**config.mk**
```make
export PLATFORM = sky130hd
export DESIGN_NAME = cordic_iter_sched
export DESIGN_NICKNAME = d
export VERILOG_FILES = /design/src/rtl/cordic_sched_pkg.sv /design/src/rtl/cordic_iter_index.sv /design/src/rtl/cordic_iter_sched.sv
export SDC_FILE = /design/constraint.sdc
export NUM_CORES = 1
export LEC_CHECK = 0
export BUFFER_PORTS_ARGS = -buffer_cell sky130_fd_sc_hd__buf_2
export CAP_MARGIN = 30
export CELL_PAD_IN_SITES_DETAIL_PLACEMENT = 0
export CELL_PAD_IN_SITES_GLOBAL_PLACEMENT = 1
export CORE_ASPECT_RATIO = 1.2
export CORE_MARGIN = 3
export CORE_UTILIZATION = 36
export DETAILED_ROUTE_END_ITERATION = 8
export PLACE_DENSITY = 0.82
export SYNTH_ARGS = -nofsm -noshare
export SYNTH_HDL_FRONTEND = slang
export SYNTH_SLANG_ARGS = --single-unit
```
**constraint.sdc**
```tcl
create_clock -name clock -period 2.6 [get_ports clock]
set_clock_uncertainty 0.05 [all_clocks]
set_input_delay 0.78 -clock clock [delete_from_list [all_inputs] [get_ports clock]]
set_output_delay 0.78 -clock clock [all_outputs]
set_load 0.05 [all_outputs]
```
**src/rtl/cordic_sched_pkg.sv**
```systemverilog
// Shared definitions for the iterative CORDIC sequencer.
//   state_e      : sequencer state encoding
//   MMODE_*      : coordinate-system selector strings, same encoding as the rotation stages
//   REP_IDX      : hyperbolic shift indices that are executed twice
//   n_exec()     : number of micro-rotations a job performs
package cordic_sched_pkg;

   typedef enum logic [2:0] {
      ST_IDLE  = 3'd0,
      ST_LOAD  = 3'd1,
      ST_ISSUE = 3'd2,
      ST_WAIT  = 3'd3,
      ST_DONE  = 3'd4
   } state_e;

   localparam string MMODE_CIRC = "1";
   localparam string MMODE_LIN  = "0";
   localparam string MMODE_HYP  = "-1";

   localparam int N_REP = 3;
   localparam int REP_IDX [N_REP] = '{4, 13, 40};

   // Micro-rotations per job: one per index, plus one extra for every
   // hyperbolic repeat index that falls inside the sequence.
   function automatic int n_exec(input bit hyp, input int iters);
      int n;
      n = iters;
      if (hyp) begin
         for (int k = 0; k < N_REP; k++) begin
            if (REP_IDX[k] <= iters) n++;
         end
      end
      return n;
   endfunction

endpackage

```
**src/rtl/cordic_iter_index.sv**
```systemverilog
// Shift-index generator for the CORDIC sequencer.
//   clock, rst  : clock and synchronous active-high reset
//   init_i      : load the first index of the sequence
//   advance_i   : one micro-rotation has been written back
//   index_o     : current shift index
//   last_o      : the current micro-rotation is the final one of the job
module cordic_iter_index
   import cordic_sched_pkg::*;
#(
   parameter string MMODE = "0",
   parameter int    PSIZE = 5,
   parameter int    ITERS = 16
) (
   input  logic             clock,
   input  logic             rst,
   input  logic             init_i,
   input  logic             advance_i,
   output logic [PSIZE-1:0] index_o,
   output logic             last_o
);

   localparam bit HYP = (MMODE == MMODE_HYP);
   // Hyperbolic sequences start at 1 and end at ITERS; the others run 0..ITERS-1.
   localparam logic [PSIZE-1:0] FIRST_IDX = HYP ? PSIZE'(1) : '0;
   localparam logic [PSIZE-1:0] LAST_IDX  = HYP ? PSIZE'(ITERS) : PSIZE'(ITERS - 1);

   logic [PSIZE-1:0] index_q, index_d;
   logic             rep_q, rep_d;
   logic [N_REP-1:0] rep_hit;
   logic             rep_pending;

   for (genvar gi = 0; gi < N_REP; gi++) begin : g_rep
      assign rep_hit[gi] = HYP && (REP_IDX[gi] <= ITERS) && (int'(index_q) == REP_IDX[gi]);
   end

   // A repeat index whose first pass has not yet been written back.
   assign rep_pending = (|rep_hit) && !rep_q;
   assign last_o      = (index_q == LAST_IDX) && !rep_pending;
   assign index_o     = index_q;

   always_comb begin
      index_d = index_q;
      rep_d   = rep_q;
      if (init_i) begin
         index_d = FIRST_IDX;
         rep_d   = 1'b0;
      end else if (advance_i) begin
         if (rep_pending) begin
            rep_d = 1'b1;
         end else begin
            rep_d = 1'b0;
            // Hold on the final index so the counter never runs past ITERS.
            if (!last_o) index_d = index_q + 1'b1;
         end
      end
   end

   always_ff @(posedge clock) begin
      if (rst) begin
         index_q <= '0;
         rep_q   <= 1'b0;
      end else begin
         index_q <= index_d;
         rep_q   <= rep_d;
      end
   end

endmodule

```
**src/rtl/cordic_iter_sched.sv**
```systemverilog
// Iterative CORDIC sequencer: drives one shared rotation stage set through
// all micro-rotations of a job.
//   clock, rst               : clock and synchronous active-high reset
//   start_valid/start_ready  : job request handshake (ready only in IDLE)
//   op_vector                : 0 rotation mode, 1 vectoring mode (latched at start)
//   z_sign, y_sign           : datapath sign bits used to pick the direction
//   load_en                  : datapath loads external operands
//   exec_rott                : one pulse per micro-rotation
//   I, direction             : shift index and direction for the stages
//   wb_en                    : datapath captures stage outputs into feedback registers
//   busy                     : any state but IDLE
//   done_valid/done_ready    : result handshake
module cordic_iter_sched
   import cordic_sched_pkg::*;
#(
   parameter int    DSIZE    = 16,
   parameter int    PSIZE    = 5,
   parameter int    ITERS    = 16,
   parameter string MMODE    = "0",
   parameter int    ROTT_LAT = 2
) (
   input  logic             clock,
   input  logic             rst,
   input  logic             start_valid,
   output logic             start_ready,
   input  logic             op_vector,
   input  logic             z_sign,
   input  logic             y_sign,
   output logic             load_en,
   output logic             exec_rott,
   output logic [PSIZE-1:0] I,
   output logic             direction,
   output logic             wb_en,
   output logic             busy,
   output logic             done_valid,
   input  logic             done_ready
);

   if (ITERS < 1 || ITERS > (2 ** PSIZE) - 1) begin : g_bad_iters
      $error("ITERS must lie in 1 .. 2**PSIZE-1");
   end
   if (ROTT_LAT < 1) begin : g_bad_lat
      $error("ROTT_LAT must be at least 1");
   end
   if (MMODE != MMODE_CIRC && MMODE != MMODE_LIN && MMODE != MMODE_HYP) begin : g_bad_mode
      $error("MMODE must be \"1\", \"0\" or \"-1\"");
   end
   if (DSIZE < PSIZE) begin : g_bad_dsize
      $error("DSIZE must be at least PSIZE");
   end

   localparam int            CW       = $clog2(ROTT_LAT) + 1;
   localparam logic [CW-1:0] CNT_INIT = CW'(ROTT_LAT - 1);

   state_e        state_q, state_d;
   logic [CW-1:0] cnt_q, cnt_d;
   logic          opv_q, opv_d;
   logic          dir_q, dir_d;
   logic          dir_now;
   logic          iter_last;

   // Rotation mode steers Z towards zero, vectoring mode steers Y towards zero.
   assign dir_now = opv_q ? y_sign : ~z_sign;

   cordic_iter_index #(
      .MMODE (MMODE),
      .PSIZE (PSIZE),
      .ITERS (ITERS)
   ) u_index (
      .clock     (clock),
      .rst       (rst),
      .init_i    (load_en),
      .advance_i (wb_en),
      .index_o   (I),
      .last_o    (iter_last)
   );

   always_ff @(posedge clock) begin
      if (rst) begin
         state_q <= ST_IDLE;
         cnt_q   <= '0;
         opv_q   <= 1'b0;
         dir_q   <= 1'b0;
      end else begin
         state_q <= state_d;
         cnt_q   <= cnt_d;
         opv_q   <= opv_d;
         dir_q   <= dir_d;
      end
   end

   always_comb begin
      state_d = state_q;
      cnt_d   = cnt_q;
      opv_d   = opv_q;
      dir_d   = dir_q;
      case (state_q)
         ST_IDLE: begin
            if (start_valid) begin
               opv_d   = op_vector;
               state_d = ST_LOAD;
            end
         end
         ST_LOAD:  state_d = ST_ISSUE;
         ST_ISSUE: begin
            cnt_d   = CNT_INIT;
            dir_d   = dir_now;
            state_d = ST_WAIT;
         end
         ST_WAIT: begin
            if (cnt_q == '0) state_d = iter_last ? ST_DONE : ST_ISSUE;
            else             cnt_d   = cnt_q - 1'b1;
         end
         ST_DONE: begin
            if (done_ready) state_d = ST_IDLE;
         end
         default:  state_d = ST_IDLE;
      endcase
   end

   always_comb begin
      start_ready = (state_q == ST_IDLE);
      load_en     = (state_q == ST_LOAD);
      exec_rott   = (state_q == ST_ISSUE);
      // A reset landing on the final WAIT cycle must not commit a write-back.
      wb_en       = (state_q == ST_WAIT) && (cnt_q == '0) && !rst;
      busy        = (state_q != ST_IDLE);
      done_valid  = (state_q == ST_DONE);
      // Direction is live during ISSUE and held from the register afterwards.
      direction   = (state_q == ST_ISSUE) ? dir_now : dir_q;
   end

endmodule

```
# After elaboration in Yosys (flattened, before gate mapping)
# Index checks and enable logic that the tools add are counted.
totals:
  reg_bits: 12
  inputBits: 7
  out_inout_bits: 12
  elab_cells: 39
classes:
  add_sub_neg: 2
  eq_ne: 9
  muxes: 9
  n_bitwise: 2
  n_reduce_logical: 12
ops:
  columns: ["cell", "n"]
  rows:
  - ["$pmux 3 s5", 1]
  - ["$mux 3", 4]
  - ["$eq 3x2->1 const B", 2]
  - ["$ne 2x2->1 const B", 3]
  - ["$reduce_and 2->1", 3]
  - ["$add 5x1->5 const B", 1]
  - ["$eq 5x4->1 const B", 1]
  - ["$pmux 2 s2", 1]
  - ["$eq 3x1->1 const B", 1]
  - ["$eq 3x3->1 const B", 1]
  - ["$logic_not 3->1", 1]
  - ["$reduce_and 3->1", 1]
  - ["$reduce_bool 3->1", 1]
  - ["$logic_and 1x1->1", 2]
  - ["$logic_not 2->1", 1]
  - ["$mux 1", 2]
  - ["$mux 2", 1]
  - ["$ne 2x1->1 const B", 1]
  - ["$not 1->1", 2]
  - ["$reduce_bool 2->1", 1]
  - ["$reduce_or 2->1", 1]
  - ["$sub 2x1->2 const B", 1]
  - ["$logic_not 1->1", 1]

# Logic depth before layout (Yosys ltp)
depth:
  word_depth: 4
  mapped_depth: 7
  ltp_nobuf: 6

# Modules after synthesis
# A second synthesis with hierarchy kept.
hier_totals:
  cells_unflattened: 76
  area_unflattened_um2: 684.4
modules_own_cells:
  columns: ["mod", "instances", "cells_each", "area_each_um2", "seq_area_each_um2"]
  rows:
  - ["cordic_iter_sched", 1, 50, 442.9, 140.1]
  - ["cordic_iter_index", 1, 26, 241.5, 100.1]

# Least setup slack after synthesis
# Ideal clock, no wire load.
synth_timing:
  kind: "register to output"
  from: "reg state_q[1]"
  to: "out direction"
  arrival_time_ps: 2228
  required_ps: 1770
  path_slack_ps: -458
  path_stages_with_launch: 5
  path_buffers: 1
  path_cell_list: "dfxtp_1 buf_2 nor3b_2 nor2_1 a21oi_1"
synth_via:
  elab_chain_len: 2
synth_lines:
  columns: ["item", "line", "text"]
  rows:
  - ["from (decl)", "cordic_iter_sched.sv:55", "state_e state_q, state_d;"]
  - ["from (signal assigned)", "cordic_iter_sched.sv:85", "state_q <= state_d;"]
  - ["$eq 3x2->1", null, null]
  - ["net exec_rott", "cordic_iter_sched.sv:30", "output logic exec_rott,"]
  - ["$mux 1", null, null]
  - ["to (decl)", "cordic_iter_sched.sv:32", "output logic direction,"]
# The timed path passes the listed nets, and every way through them passes these cells.

# Worst setup path after layout
layout_timing:
  from: "reg cnt_q[0]"
  to: "out wb_en"
layout_via:
  elab_chain_len: 3
layout_lines:
  columns: ["item", "line", "text"]
  rows:
  - ["from (decl)", "cordic_iter_sched.sv:56", "logic [CW-1:0] cnt_q, cnt_d;"]
  - ["from (signal assigned)", "cordic_iter_sched.sv:86", "cnt_q <= cnt_d;"]
  - ["$logic_not 2->1", "cordic_iter_sched.sv:126", "wb_en = (state_q == ST_WAIT) && (cnt_q == '0) && !rst;"]
  - ["$logic_and 1x1->1 (2 in series)", "cordic_iter_sched.sv:126", null]
  - ["to (decl)", "cordic_iter_sched.sv:33", "output logic wb_en,"]
# No other way between the ends.

==> summary.md <==
| Metric | Value |
|---|---|
| Outcome | finished clean |
| Row count | 16 |
| Die X-Extent | 46.1 um |
| MaxCap Viol Count | 0 |
| RePlAce Congestion | 0.709 |
| Synth top area cells | dfxtp_1 (35%), a21oi_1 (6.5%), ha_1 (5.4%) |
| Port Buffers | 18 |
| ANT cells | 0 |
| Synth Net Count | 92 |
| Final min period | 2.39 ns |
| Cell depth of the worst setup path | 5 |
| Setup TNS | 0 ns |
| Initial core utilization | 40.3% |
| # DRC | 0 |
| Slowest cell on crit path | ha_1 |
| CTS HTree Levels | 1 |
| CTS tree | done |
| Antenna violations before repair | 0 |
| Sink Count | 12 |
| Period utilization | 92.1% |
| CP Data Arrival Time | 1.56 ns |
| Pwr dens | 544 nW/um^2 |
| RSZ-0062 raised after global routing | no |
| Vias in the first global route | 570 |
| Drt first pass iters | 2 |
| Slew HR | 76.1% |
| Largest net degree at the start of global routing | 12 |
| Reg-to-Reg Start | u_index.index_o[0]$_SDFFE_PP0P_ |
| Post-synthesis cell count | 82 |
| Reg-to-Reg End | u_index.index_o[3]$_SDFFE_PP0P_ |
| Predominant post-synthesis flop cell | dfxtp_1 |
| Final hold viol count | 0 |
| Least-Margin Pin Slew | 0.358 ns |
| Sequential-to-total area share from yosys stat | 34.7% |
| Startpoint types | flop |
| FMAX | 0.418 GHz |
| PostCTS Resize Cnt | 0 |
| CP Class | reg2out |
| Share of cells above drive strength 1 | 33.7% |
| Crit path buf inv count | 2 |
| Die Ht | 54.1 um |
| WP data required | 1.77 ns |
| Cts bufs inserted | 3 |
| Netlist Area Pre-Place | 693 um^2 |
| First-pass GRT wire length | 2530 um |
| Hold Buf Count CTS | 0 |
| Clock buffer depth | 2 |
| Final setup fails | 0 |
| Worst path cell trace | inv_1 > ha_1 > nand4b_4 > nor2_1 > buf_2 |
| DR vias/cell | 5.41 |
| Hold Startpoint | u_index.index_o[3]$_SDFFE_PP0P_ |
| Setup repair bufs after CTS | 0 |
| Critical path peak fanout | 8 |
| Async set-reset flop share out of synthesis | 0% |
| P&R area growth vs syn | 22.7% |
| Worst Hold Class | reg2reg |
| Netlist cell types | 35 |
| Drt wl/cell | 11.9 um |
| Area leader, netlist | dfxtp_1 |
| Root Driver | clkbuf_4 |
| Vias | 644 |
| CP Capture Type | output pin |
| Final layout net count | 112 |
| Maximum vdd drop | 0.332 mV |
| IO Pins | 19 |
| Commonest cells post-synth | dfxtp_1 (12), a21oi_1 (9), inv_1 (8) |
| Clock Latency Late Sink | 0.28 ns |
| Reg2reg setup slack | 0.58 ns |
| Clk slew on worst S/H paths | 0.07 ns |
| Global Route Usage Sum | 13.9% |
| CP peak stage delay | 0.34 ns |
| Iteration-0 DRC Markers | 3 |
| LEAKAGE | 0.376 nW |
| Final Max Slew Viols | 0 |
| Final ANT Viol Nets | 0 |
| CP top delay family | adder cells |
| Synthesized flop and latch total | 12 |
| R2R depth | 6 |
| Die footprint | 2490 um^2 |
| Post-DP HPWL | 1100 um |
| Most frequent cell after synthesis | dfxtp_1 |
| DRT Wirelength | 1420 um |
| Mapped Avg Cell Area | 8.45 um^2 |
| Min Hold Slack | 0.451 ns |
| Top cell type's share of synthesized area | 34.7% |
| Hold path cells | 2 |
| Core area | 1720 um^2 |
| Ys Warns | 0 |
| Total gr overflow | 0 |
| Fillers | 183 |
| EDFF count, synth | 0 |
| Worst hold endpoint | u_index.index_o[3]$_SDFFE_PP0P_ |
## state kept, by name, indices dropped and copies added, names as in the netlist
register and count:
opv_q 1, state_q 3, dir_q 1, u_index.index_o 5, cnt_q 2
## report_power, final
| part | internal (W) | switching, W | leakage (nW) |
|---|---|---|---|
| combinational | 0.0000357 | 0.0000764 | 0.257 |
| clock | 0.0000852 | 0.0000671 | 0.0210 |
| sequential | 0.000191 | 0.00000742 | 0.0976 |
| total | 0.000312 | 0.000151 | 0.376 |
## worst max-delay path by stage
| stage | from | endpoint | slack [ns] |
|---|---|---|---|
| CTS | cnt_q[0]$_SDFFE_PP0P_ | wb_en | 0.17 |
| global route | cnt_q[0]$_SDFFE_PP0P_ | wb_en | 0.08 |
| detailed placement | z_sign | direction | 0.36 |
| finish | cnt_q[0]$_SDFFE_PP0P_ | wb_en | 0.21 |
| floorplan | state_q[0]$_SDFFE_PP0P_ | direction | 0.007 |
| global placement | z_sign | direction | 0.37 |
## area by class of cell
cell class	instances	area [um^2]	share of cell area [%]
clock buffer	4	36.3	4.26
inverter	8	30.0	3.53
multi-input combinational	57	417	49.0
sequential	12	240	28.2
tap	18	22.5	2.65
timing repair buffer	20	105	12.4
## tightest hold or removal path: cells and delay by family (launching register included)
kind            cells  cell delay [ns]
flops               1             0.33
compound gates      2             0.13
## logic make-up (layout without fill, tap and decap cells)
group | Yosys count | count (layout) | share of synthesized area, %
fa+ha+maj | 3 | 3 | 5.42
flops | 12 | 12 | 34.7
simple gates | 30 | 30 | 30.0
buf+inv | 13 | 32 | 7.40
compound gates | 24 | 24 | 22.6
## layer usage
layer	GRT usage (%)	vias to the layer above	wire length, um
met1	17.1	292	613
met4	7.11	0	21
met3	3.34	2	54
li1	-	340	-
met5	0	-	0
met2	22.0	10	725
## cell usage in the layout (no fill, tap or decap), types with 2 or more instances in the layout
master | synthesis | layout
a21oi_2 | 1 | 2
nor3_1 | 2 | 2
inv_1 | 8 | 8
o21ai_0 | 4 | 4
nor2_1 | 7 | 7
o31ai_1 | 2 | 2
dfxtp_1 | 12 | 12
and3_1 | 2 | 2
buf_4 | 0 | 2
a211oi_1 | 2 | 2
a21oi_1 | 9 | 8
nand3_1 | 3 | 3
ha_1 | 3 | 3
clkbuf_4 | 0 | 3
or3_1 | 3 | 3
buf_2 | 2 | 18
## through the flow
| step | power (W) | util (%) | setup WS (ns) | std cells | area, um^2 |
|---|---|---|---|---|---|
| CTS | 0.000474 | 49.4 | 0.167 | 119 | 851 |
| floorplan | 0.000290 | - | 0.00713 | 82 | 708 |
| finish | 0.000463 | 49.4 | 0.206 | 119 | 851 |
| global route | 0.000493 | 49.4 | 0.0770 | 119 | 851 |
| global placement | 0.000315 | 47.3 | 0.371 | 115 | 815 |
| detailed placement | 0.000316 | 47.3 | 0.355 | 115 | 815 |
Power figures use the tool's default switching activity.
